<file path="config.mk">
export PLATFORM = sky130hd
export DESIGN_NAME = m_wb_uart_flat
export DESIGN_NICKNAME = d
export VERILOG_FILES = /design/src/rtl/m_wb_uart_pkg.sv /design/src/rtl/m_wb_uart_if.sv /design/src/rtl/m_wb_uart_rx.sv /design/src/rtl/m_wb_uart.sv /design/src/flat_wrapper.sv
export SDC_FILE = /design/constraint.sdc
export NUM_CORES = 1
export LEC_CHECK = 0
export ABC_AREA = 1
export CORE_MARGIN = 3
export CORE_UTILIZATION = 55
export DETAILED_ROUTE_END_ITERATION = 8
export PLACE_DENSITY = 0.84
export SLEW_MARGIN = 5
export SYNTH_ARGS = -nofsm -noshare
export SYNTH_HDL_FRONTEND = slang
export SYNTH_SLANG_ARGS = --single-unit
</file>
<file path="constraint.sdc">
create_clock -name CLK_I -period 3.4 [get_ports CLK_I]
set_input_delay 1.02 -clock CLK_I [delete_from_list [all_inputs] [get_ports CLK_I]]
set_output_delay 1.02 -clock CLK_I [all_outputs]
set_load 0.1 [all_outputs]
</file>
<file path="src/rtl/m_wb_uart_pkg.sv">
// m_wb_uart_pkg: shared definitions for the Wishbone UART.
// Holds the register offsets, STATUS bit positions and the TX/RX state encodings.
package m_wb_uart_pkg;

  localparam logic [1:0] UART_DATA   = 2'd0;
  localparam logic [1:0] UART_STATUS = 2'd1;

  localparam int unsigned STAT_TXEMPTY = 0;
  localparam int unsigned STAT_RXVALID = 1;
  localparam int unsigned STAT_FERR    = 2;
  localparam int unsigned STAT_OVR     = 3;
  localparam int unsigned STAT_TXIDLE  = 4;

  typedef enum logic [1:0] {TxIdle, TxStart, TxData, TxStop} tx_state_e;

  typedef enum logic [2:0] {RxIdle, RxStart, RxData, RxStop, RxWaitHigh} rx_state_e;

endpackage

</file>
<file path="src/rtl/m_wb_uart_if.sv">
// m_wb_uart_if: Wishbone classic-cycle bus bundle between the core and the UART.
//   STB_I  strobe (already qualified by CYC and address decode)
//   WE_I   write enable
//   ADR_I  register select
//   DAT_I  write data, DAT_O read data
//   ACK_O  acknowledge
interface m_wb_uart_if;
  logic        STB_I;
  logic        WE_I;
  logic [1:0]  ADR_I;
  logic [31:0] DAT_I;
  logic [31:0] DAT_O;
  logic        ACK_O;

  modport master (output STB_I, WE_I, ADR_I, DAT_I, input DAT_O, ACK_O);
  modport slave  (input STB_I, WE_I, ADR_I, DAT_I, output DAT_O, ACK_O);
endinterface

</file>
<file path="src/rtl/m_wb_uart_rx.sv">
// m_wb_uart_rx: 8N1 serial receiver.
//   CLK_I, RST_I  clock, asynchronous active-low reset
//   rxd           asynchronous serial input
//   rx_byte       last assembled byte, valid while byte_done is high
//   byte_done     one-cycle strobe: a frame with a good stop bit arrived
//   ferr_set      one-cycle strobe: a frame ended with stop bit 0
module m_wb_uart_rx
  import m_wb_uart_pkg::*;
#(
  parameter int unsigned DIVISOR = 104,
  parameter int unsigned DIVW    = 16
) (
  input  logic       CLK_I,
  input  logic       RST_I,
  input  logic       rxd,
  output logic [7:0] rx_byte,
  output logic       byte_done,
  output logic       ferr_set
);
  localparam logic [DIVW-1:0] BitLast  = DIVW'(DIVISOR - 1);
  localparam logic [DIVW-1:0] HalfLast = DIVW'(DIVISOR / 2 - 1);

  logic [1:0]      sync_q;
  logic            rxs;
  logic            rxs_prev_q;
  rx_state_e       state_q, state_d;
  logic [DIVW-1:0] cnt_q, cnt_d;
  logic [2:0]      idx_q, idx_d;
  logic [7:0]      shift_q, shift_d;

  assign rxs     = sync_q[1];
  assign rx_byte = shift_q;

  always_ff @(posedge CLK_I or negedge RST_I) begin
    if (!RST_I) begin
      sync_q     <= 2'b11;
      rxs_prev_q <= 1'b1;
      state_q    <= RxIdle;
      cnt_q      <= '0;
      idx_q      <= '0;
      shift_q    <= '0;
    end else begin
      sync_q     <= {sync_q[0], rxd};
      rxs_prev_q <= rxs;
      state_q    <= state_d;
      cnt_q      <= cnt_d;
      idx_q      <= idx_d;
      shift_q    <= shift_d;
    end
  end

  always_comb begin
    state_d   = state_q;
    cnt_d     = cnt_q;
    idx_d     = idx_q;
    shift_d   = shift_q;
    byte_done = 1'b0;
    ferr_set  = 1'b0;
    unique case (state_q)
      RxIdle: begin
        if (rxs_prev_q && !rxs) begin
          cnt_d   = HalfLast;
          state_d = RxStart;
        end
      end
      RxStart: begin
        if (cnt_q != '0) begin
          cnt_d = cnt_q - DIVW'(1);
        end else if (rxs) begin
          state_d = RxIdle;  // too short to be a start bit
        end else begin
          cnt_d   = BitLast;
          idx_d   = '0;
          state_d = RxData;
        end
      end
      RxData: begin
        if (cnt_q != '0) begin
          cnt_d = cnt_q - DIVW'(1);
        end else begin
          shift_d = {rxs, shift_q[7:1]};
          cnt_d   = BitLast;
          idx_d   = idx_q + 3'd1;
          if (idx_q == 3'd7) state_d = RxStop;
        end
      end
      RxStop: begin
        if (cnt_q != '0) begin
          cnt_d = cnt_q - DIVW'(1);
        end else if (rxs) begin
          byte_done = 1'b1;
          state_d   = RxIdle;
        end else begin
          ferr_set = 1'b1;
          state_d  = RxWaitHigh;
        end
      end
      RxWaitHigh: begin
        // Line may sit low (break); only rearm once it has returned high.
        if (rxs) state_d = RxIdle;
      end
      default: state_d = RxIdle;
    endcase
  end

endmodule

</file>
<file path="src/rtl/m_wb_uart.sv">
// m_wb_uart: Wishbone classic-cycle responder UART (8N1, full duplex).
//   CLK_I, RST_I  clock, asynchronous active-low reset
//   wb            Wishbone slave: ADR 0 DATA, 1 STATUS, 2..3 read zero
//   rxd           serial input, txd serial output (idle high)
//   irq           high while a received byte waits or the TX holding register is free
module m_wb_uart
  import m_wb_uart_pkg::*;
#(
  parameter int unsigned DIVISOR = 104,
  parameter int unsigned DIVW    = 16
) (
  input  logic       CLK_I,
  input  logic       RST_I,
  m_wb_uart_if.slave wb,
  input  logic       rxd,
  output logic       txd,
  output logic       irq
);
  localparam logic [DIVW-1:0] BitLast = DIVW'(DIVISOR - 1);

  logic            ack_q;
  logic [31:0]     dat_q, dat_d;
  logic [7:0]      hold_q, hold_d;
  logic            hold_full_q, hold_full_d;
  tx_state_e       tx_state_q, tx_state_d;
  logic [DIVW-1:0] tx_cnt_q, tx_cnt_d;
  logic [2:0]      tx_idx_q, tx_idx_d;
  logic [7:0]      tx_shift_q, tx_shift_d;
  logic            txd_q, txd_d;
  logic [7:0]      rx_data_q, rx_data_d;
  logic            rxvalid_q, rxvalid_d;
  logic            ferr_q, ferr_d;
  logic            ovr_q, ovr_d;

  logic        accept, rd_rx, wr_tx, wr_stat, txidle, take_hold;
  logic        byte_done, ferr_set, overrun;
  logic [7:0]  rx_byte;
  logic [31:0] rd_data;
  logic        unused_dat;

  assign unused_dat = ^wb.DAT_I[31:8];

  m_wb_uart_rx #(
    .DIVISOR(DIVISOR),
    .DIVW   (DIVW)
  ) u_rx (
    .CLK_I    (CLK_I),
    .RST_I    (RST_I),
    .rxd      (rxd),
    .rx_byte  (rx_byte),
    .byte_done(byte_done),
    .ferr_set (ferr_set)
  );

  // Bus decode and read mux
  always_comb begin
    accept  = wb.STB_I & ~ack_q;
    rd_rx   = accept & ~wb.WE_I & (wb.ADR_I == UART_DATA);
    wr_tx   = accept & wb.WE_I & (wb.ADR_I == UART_DATA);
    wr_stat = accept & wb.WE_I & (wb.ADR_I == UART_STATUS);
    txidle  = (tx_state_q == TxIdle) & ~hold_full_q;
    rd_data = '0;
    case (wb.ADR_I)
      UART_DATA: rd_data[7:0] = rx_data_q;
      UART_STATUS: begin
        rd_data[STAT_TXEMPTY] = ~hold_full_q;
        rd_data[STAT_RXVALID] = rxvalid_q;
        rd_data[STAT_FERR]    = ferr_q;
        rd_data[STAT_OVR]     = ovr_q;
        rd_data[STAT_TXIDLE]  = txidle;
      end
      default: ;
    endcase
    dat_d = (accept & ~wb.WE_I) ? rd_data : '0;
  end

  // TX shifter FSM and holding register
  always_comb begin
    tx_state_d = tx_state_q;
    tx_cnt_d   = tx_cnt_q;
    tx_idx_d   = tx_idx_q;
    tx_shift_d = tx_shift_q;
    txd_d      = txd_q;
    take_hold  = 1'b0;
    unique case (tx_state_q)
      TxIdle: begin
        if (hold_full_q) begin
          take_hold  = 1'b1;
          tx_shift_d = hold_q;
          txd_d      = 1'b0;
          tx_cnt_d   = BitLast;
          tx_state_d = TxStart;
        end
      end
      TxStart, TxData: begin
        if (tx_cnt_q != '0) begin
          tx_cnt_d = tx_cnt_q - DIVW'(1);
        end else begin
          tx_cnt_d = BitLast;
          if (tx_state_q == TxData && tx_idx_q == 3'd7) begin
            txd_d      = 1'b1;
            tx_state_d = TxStop;
          end else begin
            txd_d      = tx_shift_q[0];
            tx_shift_d = {1'b0, tx_shift_q[7:1]};
            tx_idx_d   = (tx_state_q == TxStart) ? 3'd0 : tx_idx_q + 3'd1;
            tx_state_d = TxData;
          end
        end
      end
      TxStop: begin
        if (tx_cnt_q != '0) begin
          tx_cnt_d = tx_cnt_q - DIVW'(1);
        end else if (hold_full_q) begin
          // Back-to-back: next start bit follows the stop bit with no gap.
          take_hold  = 1'b1;
          tx_shift_d = hold_q;
          txd_d      = 1'b0;
          tx_cnt_d   = BitLast;
          tx_state_d = TxStart;
        end else begin
          tx_state_d = TxIdle;
        end
      end
      default: tx_state_d = TxIdle;
    endcase

    hold_d      = hold_q;
    hold_full_d = hold_full_q;
    if (take_hold) hold_full_d = 1'b0;
    if (wr_tx && !hold_full_q) begin
      hold_d      = wb.DAT_I[7:0];
      hold_full_d = 1'b1;
    end
  end

  // RX register and sticky flags; a read on the delivery edge frees the slot.
  always_comb begin
    overrun   = byte_done & rxvalid_q & ~rd_rx;
    rx_data_d = rx_data_q;
    rxvalid_d = rxvalid_q;
    ferr_d    = ferr_q;
    ovr_d     = ovr_q;
    if (rd_rx) rxvalid_d = 1'b0;
    if (byte_done && !overrun) begin
      rx_data_d = rx_byte;
      rxvalid_d = 1'b1;
    end
    if (wr_stat && wb.DAT_I[STAT_FERR]) ferr_d = 1'b0;
    if (wr_stat && wb.DAT_I[STAT_OVR]) ovr_d = 1'b0;
    if (ferr_set) ferr_d = 1'b1;
    if (overrun) ovr_d = 1'b1;
  end

  always_ff @(posedge CLK_I or negedge RST_I) begin
    if (!RST_I) begin
      ack_q       <= 1'b0;
      dat_q       <= '0;
      hold_q      <= '0;
      hold_full_q <= 1'b0;
      tx_state_q  <= TxIdle;
      tx_cnt_q    <= '0;
      tx_idx_q    <= '0;
      tx_shift_q  <= '0;
      txd_q       <= 1'b1;
      rx_data_q   <= '0;
      rxvalid_q   <= 1'b0;
      ferr_q      <= 1'b0;
      ovr_q       <= 1'b0;
    end else begin
      ack_q       <= accept;
      dat_q       <= dat_d;
      hold_q      <= hold_d;
      hold_full_q <= hold_full_d;
      tx_state_q  <= tx_state_d;
      tx_cnt_q    <= tx_cnt_d;
      tx_idx_q    <= tx_idx_d;
      tx_shift_q  <= tx_shift_d;
      txd_q       <= txd_d;
      rx_data_q   <= rx_data_d;
      rxvalid_q   <= rxvalid_d;
      ferr_q      <= ferr_d;
      ovr_q       <= ovr_d;
    end
  end

  assign wb.ACK_O = ack_q;
  assign wb.DAT_O = dat_q;
  assign txd      = txd_q;
  assign irq      = rxvalid_q | ~hold_full_q;

endmodule

</file>
<file path="src/flat_wrapper.sv">
// flat-port wrapper written by rule: the top's interface ports become plain ports
module m_wb_uart_flat import m_wb_uart_pkg::*;
#(
  parameter int unsigned DIVISOR = 104,
  parameter int unsigned DIVW    = 16
)
  (CLK_I, RST_I, rxd, txd, irq, wb_STB_I, wb_WE_I, wb_ADR_I, wb_DAT_I, wb_DAT_O, wb_ACK_O);
  m_wb_uart_if wb_i ();
  input  logic CLK_I;
  input  logic RST_I;
  input  logic rxd;
  output logic txd;
  output logic irq;
  input wire logic [$bits(wb_i.STB_I)-1:0] wb_STB_I;
  input wire logic [$bits(wb_i.WE_I)-1:0] wb_WE_I;
  input wire logic [$bits(wb_i.ADR_I)-1:0] wb_ADR_I;
  input wire logic [$bits(wb_i.DAT_I)-1:0] wb_DAT_I;
  output wire logic [$bits(wb_i.DAT_O)-1:0] wb_DAT_O;
  output wire logic [$bits(wb_i.ACK_O)-1:0] wb_ACK_O;
  assign wb_i.STB_I = wb_STB_I;
  assign wb_i.WE_I = wb_WE_I;
  assign wb_i.ADR_I = wb_ADR_I;
  assign wb_i.DAT_I = wb_DAT_I;
  assign wb_DAT_O = wb_i.DAT_O;
  assign wb_ACK_O = wb_i.ACK_O;
  m_wb_uart #(.DIVISOR(DIVISOR), .DIVW(DIVW)) u_core (.CLK_I(CLK_I), .RST_I(RST_I), .wb(wb_i), .rxd(rxd), .txd(txd), .irq(irq));
endmodule
</file>
After elaboration in Yosys (flattened, before gate mapping)
Index checks and enable logic that the tools add are counted.
W data, S select, Z words.
{ "word_totals": {"regBits": 116, "in_bits": 39, "out_inout_bits": 35, "word_cells": 152} }
{ "classes": {"addsub": 4, "eq_ne": 23, "n_mux": 60, "bitwise_logic": 17, "reduce_logical": 29} }
{ "op_table": {"columns": ["op", "n"], "rows": [
  ["$mux W16", 8],
  ["$pmux W16 S4", 1],
  ["$pmux W16 S3", 1],
  ["$mux W8", 5],
  ["$mux W3", 12],
  ["$reduce_bool A16 Y1", 2],
  ["$sub A16 B1 Y16 const B", 2],
  ["$pmux W8 S3", 1],
  ["$mux W1", 22],
  ["$ne A2 B2 Y1 const B", 11],
  ["$pmux W3 S5", 1],
  ["$pmux W5 S2", 1],
  ["$reduce_bool A2 Y1", 5],
  ["$and A1 B1 Y1", 9],
  ["$eq A3 B3 Y1 const B", 3],
  ["$reduce_and A3 Y1", 3],
  ["$mux W2", 4],
  ["$reduce_and A4 Y1", 2],
  ["$not A1 Y1", 7],
  ["$add A3 B1 Y3 const B", 2],
  ["$eq A3 B2 Y1 const B", 2],
  ["$logic_and A1 B1 Y1", 6],
  ["$pmux W2 S3", 1],
  ["$pmux W3 S2", 1],
  ["15 further kinds", 21]
]} }

Depth between registers and ports, before layout
Gate-level depths: netlist (run 1).
{ "logic_depth": {"word_depth": 9, "depth_mapped": 11} }

Modules after synthesis
From an unflattened synthesis (run 1), not the netlist that was laid out.
{ "hier_totals": {"hier_cells": 666, "hier_area_um2": 5198.7} }
{ "modules_own_cells": {"columns": ["mod", "n_inst", "cells_per_inst", "area_each_um2", "seq_area_each_um2"], "rows": [
  ["m_wb_uart", 1, 406, 3226.8, 1477.7],
  ["m_wb_uart_rx", 1, 260, 1971.9, 829.5]
]} }

Least setup slack after synthesis (run 1)
Ideal clock, no wire load.
{ "synth_path": {"kind": "reg2out", "from": "register u_core.hold_full_q", "to": "output irq", "t_arrival_ns": 1.251, "required_ns": 2.380, "slack_ns": 1.129, "stages_incl_launch_ff": 3, "path_buffers": 1, "cell_sequence": "dfrtp_1 -> clkbuf_1 -> nand2_1"} }
{ "synth_via": {"elab_chain_len": 2} }
{ "synth_lines": {"columns": ["item", "line_no", "rtl"], "rows": [
  ["start, declared", "m_wb_uart.sv:24", "logic hold_full_q, hold_full_d;"],
  ["start signal, assigned", "m_wb_uart.sv:174", "hold_full_q <= hold_full_d;"],
  ["$not A1 Y1", "m_wb_uart.sv:190", "assign irq = rxvalid_q | ~hold_full_q;"],
  ["$or A1 B1 Y1", "m_wb_uart.sv:190", null],
  ["end, declared", "flat_wrapper.sv:13", "output logic irq;"]
]} }
No other way between the ends.

Worst setup path after layout (run 1)
Same ends and word-level chain as after synthesis.

==> results.md, run 1 <==
- Placer congestion estimate: roughly 0.92
- Total iterations of the first detailed-routing run: 5
- Primary FF master, synth: dfrtp_1
- First-pass GRT wire length: 18600 um
- Post-synth top cells: nand2_1, dfrtp_1, inv_1
- Critical-path top delay cell: dfrtp_1
- Status: finished, final reports clean
- Synth-to-Final Area Change: 7.48%
- DR DRC count: 0
- # resized after CTS: 0
- Die area: between 10000 and 15000 um2
- Slowest stage delay, CP: approximately 0.63 ns
- H-tree levels: 3
- Core area: 9330 um2
- Slew margin rel.: 0.575
- Pwr dens: approximately 540 nW/um2
- Final hold violation count: 0
- Mapped Area: around 5300 um2
- Die width: 104 um
- Synth area leaders: dfrtp_1, nand2_1, o21ai_0, inv_1, nor2_1
- Arrival @ worst endpoint: 1.39 ns
- Period utilization: 0.710
- Post-synthesis register bit count: 92
- TNS Setup: 0 ns
- Register area share after synthesis: 0.435
- Gr usage total: 0.205
- Ports: 74
- I/O Buffers: 25
- Layout cells sized above 1: 0.147
- Via count: 4249
- Total congestion overflow: 0
- Crit path launch type: flip-flop
- Crit Path Max Fanout: 12
- Mapped Cells: 651
- Post-route antenna net violation count: 0
- CP bufs+invs: 1
- Crit path time final: 2.41 ns
- Die Ht: 104 um
- Vias in the first global route: 4264
- Largest net degree at the start of global routing: 62
- Number of flops mapped to enable cells by yosys: 0
- Avg Cell Area, Syn: around 8 um2
- DR iter-0 viols: around 230
- Hold Crit Class: flip-flop to flip-flop
- Largest area contributor in the synthesized netlist: dfrtp_1
- Fmax: 414 MHz
- Crit path max-delay family: flip-flops
- Worst hold margin: 0.361 ns
- FFs w/ async S/R, synth: 1.00
- WHS Endpoint: u_core.u_rx.sync_q[1]$_DFF_PN1_
- Worst-Margin Slew: 0.638 ns
- RSZ-0062 raised after global routing: false
- Max-cap violations: 0
- Final net count: 725
- Detailed Place HPWL: 7830 um
- Total Wirelength: 10700 um
- CP Cell Sequence: nand2_1 > buf_4
- Crit. End Element: output pin
- Worst-skew pair later-pin latency: 0.36 ns
- Share of the synthesized area in the top cell type: 0.415
- # setup viols final: 0
- WS Path Type: flip-flop to output pin
- Synth unique cells: 42
- Count leader, synth: nand2_1
- Initial antenna violation count: 0
- Vias/cell: 5.26
- Clock-pin slew on the worst setup and hold paths: 0.09 ns
- Post-route clock skew: 0.0112 ns
- Antenna diodes: 0
- Clk buf depth: 2
- CTS tree: done
- Routed wire length per instance: 13.2 um
- Setup WS post-layout: 0.987 ns
- Reg2Reg Setup Slack: 1.38 ns
- Root Driver: clkbuf_8
- Postcts setup bufs: 0
- Number of CTS-inserted buffers: 9
- CP required: 2.38 ns
- Number of warnings issued by yosys: 0
- Max Slew Vio Count: 0
- FP Rows: 35
- Hold_buf cts: 0
- Setup WS pre-CTS: 0.599 ns
- Worst vdd ir: 0.345 mV
- Total power: 3090 uW
- Lkg Pwr: 0.00283 uW
- Hold Path Origin: u_core.u_rx.sync_q[0]$_DFF_PN1_
- R2R cell count: 6
- Clock sinks: 92
- Worst R2R Start: u_core.tx_state_q[0]$_DFFE_PN0P_
- FF-to-FF End: u_core.tx_cnt_q[9]$_DFF_PN0_
- Initial Util: 0.569
- Hold Path Cell Cnt: 0
-- cells in the final DEF (no fill, tap or decap), types with 2 or more instances in the layout --
cell,n
nor3_1,7
nand2_1,174
clkdlybuf4s50_1,13
xor2_1,13
o21ai_0,52
nand2_2,9
o21ai_1,6
a22o_1,3
nand3_2,2
nor2_2,11
dfrtp_1,88
nor3_2,2
ha_1,12
inv_6,3
clkinv_2,2
dfstp_2,4
nor2_8,2
nand3_4,2
o21ai_2,16
a22oi_1,2
conb_1,24
buf_4,12
inv_1,62
inv_2,6
clkbuf_8,9
nand4_1,11
nand3_1,38
xnor2_1,6
nor2_1,53
nand2_4,6
a21oi_1,9
nor2_4,6
-- stage by stage --
stage / cell area (um2) / util / instances
floorplan: 5390 / - / 674
global placement: 5520 / 0.592 / 792
detailed placement: 5520 / 0.592 / 792
CTS: 5700 / 0.611 / 808
global route: 5700 / 0.611 / 808
finish: 5700 / 0.611 / 808
-- worst register-to-register path, stage by stage (launching register included) --
cell	delay, ns
dfrtp_1	0.41
inv_1	0.10
ha_1	0.50
inv_2	0.21
a21oi_1	0.23
nand2_1	0.25
o21ai_0	0.25
-- flip-flops by register name (all words and copies together) (netlist names), 3 cells and up --
register / flops
u_core.tx_shift_q: 8
u_core.u_rx.state_q: 3
u_core.u_rx.idx_q: 3
u_core.u_rx.cnt_q: 16
u_core.hold_q: 8
u_core.wb.DAT_O: 8
u_core.rx_data_q: 8
u_core.u_rx.rx_byte: 8
u_core.tx_cnt_q: 16
u_core.tx_idx_q: 3
-- worst max path at each step --
stage / from / endpoint / cells past startpoint / slack, ns
after floorplan: u_core.hold_full_q$_DFFE_PN0P_ / irq / 2 / 1.13
after global placement: wb_ADR_I[1] / u_core.rx_data_q[2]$_DFFE_PN0P_ / 9 / 0.63
after detailed placement: wb_ADR_I[1] / u_core.rx_data_q[1]$_DFFE_PN0P_ / 9 / 0.60
after CTS: u_core.hold_full_q$_DFFE_PN0P_ / irq / 2 / 0.98
after global routing: u_core.hold_full_q$_DFFE_PN0P_ / irq / 2 / 0.92
final: u_core.hold_full_q$_DFFE_PN0P_ / irq / 2 / 0.99
-- cells by family after synthesis --
kind of cell / share of synthesized area
other: 0.000707
DFF: 0.435
and+or+nand+nor: 0.293
buffers and inverters: 0.0991
AOI/OAI and AO/OA: 0.113
xor gates and xnor gates: 0.0314
adders and majority gates: 0.0283
-- power breakdown --
| group | internal (uW) | switching (uW) |
|---|---|---|
| logic | 277 | 762 |
| registers | 1220 | 127 |
| clock network | 277 | 423 |
| total | 1770 | 1310 |
-- routing by layer --
layer,routed length (um),GRT usage
met5,0,0
met4,262,0.0988
met3,420,0.0298
met2,5560,0.370
met1,4430,0.238
-- layout make-up --
| cell class | instances | area, um2 |
|---|---|---|
| repair buffers | 26 | 240 |
| inverters | 68 | 255 |
| multi-input cells | 477 | 2560 |
| clock inverters | 7 | 55.1 |
| fillers | 774 | 3630 |
| well taps | 129 | 161 |
| flip-flops and latches | 92 | 2310 |
| clock buffers | 9 | 124 |
No activity file was read; power rests on OpenSTA's default activity.
==> run 2, diff against run 1 <==
==> constraint.sdc (replaced) <==
create_clock -name CLK_I -period 2.52 [get_ports CLK_I]
set_input_delay 0.756 -clock CLK_I [delete_from_list [all_inputs] [get_ports CLK_I]]
set_output_delay 0.756 -clock CLK_I [all_outputs]
set_load 0.1 [all_outputs]
==> run 2 against run 1 <==
  * Cell count is 0.74% higher
  * Final area is 1.7% higher
  * Critical path depth is 4 higher
  * Utilization is 1.0 points higher
  * Worst hold slack worse by 0.00090 ns
  * Sequential share of layout area is 0.66 points lower
  * Largest cell class unchanged
  * Highest routed layer unchanged
==> results.md, run 2 (synthesis gave the netlist of run 1 again) <==
- Status: finished, final reports clean
- FP Rows: 35 (unchanged)
- Crit. End Element: flip-flop
- Total congestion overflow: 0 (unchanged)
- Arrival @ worst endpoint: 2.36 ns (+0.97 ns)
- Slew margin rel.: 0.642 (+0.0676)
- P_sw: 1790 uW (+36%)
- WS Path Type: flip-flop to flip-flop
- Critical-path top delay cell: ha_1
- Post-route clock skew: 0.0174 ns (+0.00616 ns)
- Die width: 104 um (unchanged)
- Combinational share of power: 0.333 (-0.004)
- Reg2Reg Setup Slack: 0.44 ns (-0.94 ns)
- Clock-pin slew on the worst setup and hold paths: 0.11 ns (+0.02 ns)
- CP Cell Sequence: inv_1 > ha_1 > inv_2 > a21oi_1 > nand2_1 > o21ai_0
- Most frequent cells in the layout: nand2_1, dfrtp_1, inv_1
- Slowest stage delay, CP: 0.51 ns (-0.12 ns)
- CTS tree: done
- R2R cell count: 6 (unchanged)
- Post-route antenna net violation count: 0 (unchanged)
- Hold_buf cts: 0 (unchanged)
- Lkg Pwr: 0.00288 uW (+1.8%)
- Clk buf depth: 2 (unchanged)
- Max Slew Vio Count: 0 (unchanged)
- Area of the multi-input gates: 2560 um2 (unchanged)
- Die Ht: 104 um (unchanged)
- Gr usage total: 0.210 (+0.00478)
- Most common cell after layout, fill and taps aside: nand2_1
- TNS Setup: 0 ns (unchanged)
- Largest registers: u_core.tx_cnt_q: 16 flops, u_core.u_rx.cnt_q: 16 flops
- Largest net degree at the start of global routing: 41 (-34%)
- Final hold violation count: 0 (unchanged)
- Register area: 2310 um2 (unchanged)
- Fill cells: 777 (+0.39%)
- Flop pwr share: 0.420 (-0.016)
- Clock group share of total power: 0.247 (+0.020)
- Worst-Margin Slew: 0.537 ns (-0.101 ns)
- # resized after CTS: 0 (unchanged)
- DR DRC count: 0 (unchanged)
- Max-cap violations: 0 (unchanged)
- Clock sinks: 92 (unchanged)
- Crit Path Max Fanout: 19 (+7)
- Worst vdd ir: 0.372 mV (+7.7%)
- Worst R2R Start: u_core.tx_state_q[1]$_DFFE_PN0P_
- Final net count: 731 (+0.83%)
- Period utilization: 0.826
- RSZ-0062 raised after global routing: false
- # setup viols final: 0 (unchanged)
- Initial Util: 0.569 (unchanged)
- Vias in the first global route: 4173 (-2.1%)
- Antenna diodes: 0 (unchanged)
- DR iter-0 viols: 183 (-19%)
- Total Wirelength: 10800 um (+1.4%)
- Detailed Place HPWL: 8010 um (+2.3%)
- Layout cells sized above 1: 0.155 (+0.00747)
- Number of CTS-inserted buffers: 9 (unchanged)
- Pint: 2530 uW (+43%)
- Vias/cell: 5.16 (-1.9%)
- First-pass GRT wire length: 18800 um (+1.5%)
- Via count: 4201 (-1.1%)
- Pwr dens: 745 nW/um2 (+38%)
- Postcts setup bufs: 0 (unchanged)
- Initial antenna violation count: 0 (unchanged)
- H-tree levels: 3 (unchanged)
- Setup WS pre-CTS: 0.175 ns (-0.424 ns)
- Crit path launch type: flip-flop
- Switching Share: 0.414 (-0.0108)
- Setup WS post-layout: 0.439 ns (-0.548 ns)
- I/O Buffers: 25 (unchanged)
- Crit path time final: approximately 2.1 ns
- Placer congestion estimate: 0.940 (+2.4%)
- Fmax: between 400 and 500 MHz
- CP required: 2.80 ns (+0.42 ns)
- Synth-to-Final Area Change: 9.27%
- Die area: 10900 um2 (unchanged)
- Root Driver: clkbuf_8
- Total iterations of the first detailed-routing run: 5 (unchanged)
- Core area: 9330 um2 (unchanged)
- Worst-skew pair later-pin latency: 0.37 ns (about the same)
- Routed wire length per instance: 13.3 um (+0.61%)
- Hold Crit Class: primary input to async pin
- FF-to-FF End: u_core.tx_cnt_q[4]$_DFF_PN0_
- Ports: 74 (unchanged)
run 2: power groups by stage:
stage	Combinational, uW	Sequential, uW	Clock (uW)
floorplan	1170	1810	0
global placement	1380	1830	0
detailed placement	1430	1840	0
CTS	1440	1810	1090
global route	1600	1840	1150
finish	1440	1810	1070
run 2: metrics by stage:
stage / hold slack, ns / total power, uW / std cells / util / area (um2)
after floorplan: 0.345 / 2980 / 674 / - / 5390
after global placement: 0.345 / 3200 / 798 / 0.598 / 5580
after detailed placement: 0.347 / 3260 / 798 / 0.598 / 5580
after CTS: 0.362 / 4340 / 814 / 0.621 / 5800
after global routing: 0.364 / 4590 / 814 / 0.621 / 5800
final: 0.360 / 4320 / 814 / 0.621 / 5800
run 2: layout make-up:
cell class,instances,share of cell area
inverter,68,0.0440
clock buffer,9,0.0214
sequential,92,0.398
multi-input combinational,477,0.441
tap,129,0.0278
timing repair buffer,32,0.0514
clock inverter,7,0.0160
run 2: worst max path at each step:
stage                                          start                         endpoint  slack [ns]  depth (start not counted)
CTS                   u_core.hold_full_q$_DFFE_PN0P_                              irq        0.45                          2
finish              u_core.tx_state_q[1]$_DFFE_PN0P_     u_core.tx_cnt_q[4]$_DFF_PN0_        0.44                          6
detailed placement                          wb_STB_I  u_core.rx_data_q[2]$_DFFE_PN0P_        0.17                         10
global placement                            wb_STB_I  u_core.rx_data_q[1]$_DFFE_PN0P_        0.22                         10
global route        u_core.tx_state_q[1]$_DFFE_PN0P_    u_core.tx_cnt_q[13]$_DFF_PN0_        0.28                          6
floorplan             u_core.hold_full_q$_DFFE_PN0P_                              irq        0.51                          2
run 2: worst max-delay path, delay by kind of cell (launching register included):
family / cells / cell delay, ns
compound gates: 2 / 0.51
fa+ha+maj: 1 / 0.51
buf+inv: 2 / 0.31
flops: 1 / 0.41
simple gates: 1 / 0.25
run 2: layer usage:
layer	routed length, um	vias to the layer above	GRT usage
met5	0	-	0
met4	155	0	0.0674
met2	5850	83	0.384
li1	-	2103	-
met3	357	13	0.0341
met1	4450	2002	0.250
==> run 3, diff against run 2 <==
==> constraint.sdc (replaced) <==
create_clock -name CLK_I -period 2.1 [get_ports CLK_I]
set_input_delay 0.63 -clock CLK_I [delete_from_list [all_inputs] [get_ports CLK_I]]
set_output_delay 0.63 -clock CLK_I [all_outputs]
set_load 0.1 [all_outputs]
==> run 3 against run 2 <==
  * Worst setup slack got worse by 0.21 ns
  * Clock-buffer cell count rose by 1
  * Global-route usage fell by 0.091 points
  * Critical endpoint is now u_core.tx_cnt_q[14]$_DFF_PN0_
==> results.md, run 3 (synthesis gave the netlist of run 1 again) <==
- Status: finished, final reports clean
- TNS Setup: 0 ns (unchanged)
- CTS tree: done
- Worst R2R Start: u_core.tx_state_q[1]$_DFFE_PN0P_
- Placed Instances: 806 (+1.0%)
- RSZ-0062 raised after global routing: false
- Postcts setup bufs: 0 (unchanged)
- Die width: 104 um (unchanged)
- Layout cells sized above 1: 0.165 (+0.00976)
- FP Rows: 35 (unchanged)
- Max-cap violations: 0 (unchanged)
- Clk buf depth: 2 (unchanged)
- Max Slew Vio Count: 0 (unchanged)
- Crit path time final: 1.87 ns (-0.211 ns)
- Clock group share of total power: 0.229 (-0.018)
- Final hold violation count: 0 (unchanged)
- Most common cell after layout, fill and taps aside: nand2_1
- Detailed Place HPWL: 8170 um (+2.0%)
- Combinational share of power: 0.347 (+0.014)
- Initial antenna violation count: 0 (unchanged)
- CP Cell Sequence: inv_1 > ha_1 > inv_2 > a21oi_1 > nand2_1 > o21ai_0
- Setup WS post-layout: 0.230 ns (-0.209 ns)
- Critical-path top delay cell: ha_1
- # resized after CTS: 0 (unchanged)
- Antenna diodes: 0 (unchanged)
- Pint: 2980 uW (+18%)
- Post-layout util: 0.640 (+0.0185)
- Switching Share: 0.417 (+0.00248)
- Crit. End Element: flip-flop
- Synth-to-Final Area Change: 12.5%
- Arrival @ worst endpoint: 2.14 ns (-0.22 ns)
- Slowest stage delay, CP: 0.50 ns (about the same)
- Reg2Reg Setup Slack: 0.23 ns (-0.21 ns)
- Crit path launch type: flip-flop
- Die Ht: 104 um (unchanged)
- Placer congestion estimate: 0.938 (-0.28%)
- Most frequent cells in the layout: nand2_1, dfrtp_1, inv_1
- Clock-pin slew on the worst setup and hold paths: 0.10 ns (about the same)
- DR iter-0 viols: 175 (-4.4%)
- I/O Buffers: 25 (unchanged)
- First-pass GRT wire length: 19000 um (+0.95%)
- Hold_buf cts: 0 (unchanged)
- Setup WS pre-CTS: 0.0108 ns (-0.164 ns)
- Total congestion overflow: 0 (unchanged)
- Root Driver: clkbuf_8
- Vias in the first global route: 4267 (+2.3%)
- Worst-skew pair later-pin latency: 0.36 ns (about the same)
- Number of CTS-inserted buffers: 9 (unchanged)
- Worst vdd ir: 0.517 mV (+39%)
- CP required: 2.37 ns (-0.43 ns)
- Period utilization: 0.891 (+0.0647)
- Initial Util: 0.569 (unchanged)
- FF-to-FF End: u_core.tx_cnt_q[14]$_DFF_PN0_
- Lkg Pwr: 0.00294 uW (+2.0%)
- Post-route antenna net violation count: 0 (unchanged)
- Fmax: 535 MHz (+11%)
- Routed wire length per instance: 13.1 um (-1.6%)
- R2R cell count: 6 (unchanged)
- Crit Path Max Fanout: 11 (-8)
- Worst hold margin: 0.153 ns (-0.207 ns)
- Total iterations of the first detailed-routing run: 4 (-1)
- Fill cells: 766 (-1.4%)
- Ports: 74 (unchanged)
- Die area: 10900 um2 (unchanged)
- Clock sinks: 92 (unchanged)
- Gr usage total: 0.209 (-0.000906)
- Total Wirelength: 10800 um (-0.59%)
- # setup viols final: 0 (unchanged)
- Largest registers: u_core.tx_cnt_q: 16 flops, u_core.u_rx.cnt_q: 16 flops
- H-tree levels: 3 (unchanged)
- Flop pwr share: 0.425 (+0.005)
- Vias/cell: 5.15 (-0.17%)
- Largest net degree at the start of global routing: 45 (+9.8%)
- Core area: 9330 um2 (unchanged)
- Hold Crit Class: primary input to async pin
- Post-route clock skew: 0.00827 ns (-0.00908 ns)
- Via count: 4235 (+0.81%)
- WS Path Type: flip-flop to flip-flop
- Final net count: 739 (+1.1%)
- DR DRC count: 0 (unchanged)
- Final std cells w/o fill: 822 (+0.98%)
- Pwr dens: 855 nW/um2 (+15%)
- P_sw: 2130 uW (+19%)
==> run 3: worst max-delay path by stage <==
stage	from	to	slack, ns
2_1_floorplan	u_core.wb.ACK_O$_DFF_PN0_	u_core.rx_data_q[6]$_DFFE_PN0P_	0.21
3_3_place_gp	wb_STB_I	u_core.rx_data_q[2]$_DFFE_PN0P_	0.05
3_5_place_dp	wb_ADR_I[1]	u_core.rx_data_q[4]$_DFFE_PN0P_	0.01
4_1_cts	u_core.tx_state_q[1]$_DFFE_PN0P_	u_core.tx_cnt_q[14]$_DFF_PN0_	0.22
5_1_grt	u_core.tx_state_q[1]$_DFFE_PN0P_	u_core.tx_cnt_q[9]$_DFF_PN0_	0.03
6_report	u_core.tx_state_q[1]$_DFFE_PN0P_	u_core.tx_cnt_q[14]$_DFF_PN0_	0.23
==> run 3: cell type report <==
class,count,area [um2],share of cell area
Multi-Input combinational cell,477,2560,0.429
Timing Repair Buffer,40,495,0.0830
Tap cell,129,161,0.0270
Clock inverter,6,53.8,0.00901
Inverter,68,255,0.0428
Sequential cell,92,2310,0.387
Clock buffer,10,138,0.0231
==> run 3: power by group through the flow <==
stage / registers [uW] / clock network, uW / logic, uW
4_1_cts: 2170 / 1190 / 1770
2_1_floorplan: 2170 / 0 / 1410
3_5_place_dp: 2200 / 0 / 1760
5_1_grt: 2200 / 1270 / 1950
3_3_place_gp: 2190 / 0 / 1700
6_report: 2170 / 1170 / 1770
==> run 3: metrics by stage <==
| stage | total power (uW) | area, um2 |
|---|---|---|
| floorplan | 3580 | 5390 |
| global placement | 3890 | 5780 |
| detailed placement | 3960 | 5780 |
| CTS | 5120 | 5970 |
| global route | 5420 | 5970 |
| finish | 5100 | 5970 |
==> run 3: critical path, delay by kind of cell (launching register included) <==
kind                     cells  cell delay (ns)
adder cells (fa/ha/maj)      1             0.50
AND/OR/NAND/NOR              1             0.25
buffers and inverters        2             0.16
AO/OA/AOI/OAI                2             0.45
flip-flops                   1             0.42
==> run 3: layer usage <==
layer,vias up,share of wire,global-route usage
met1,2026,0.42,0.251
met3,14,0.028,0.0286
met4,0,0.011,0.0712
met5,-,0,0
met2,83,0.54,0.383
li1,2112,-,-
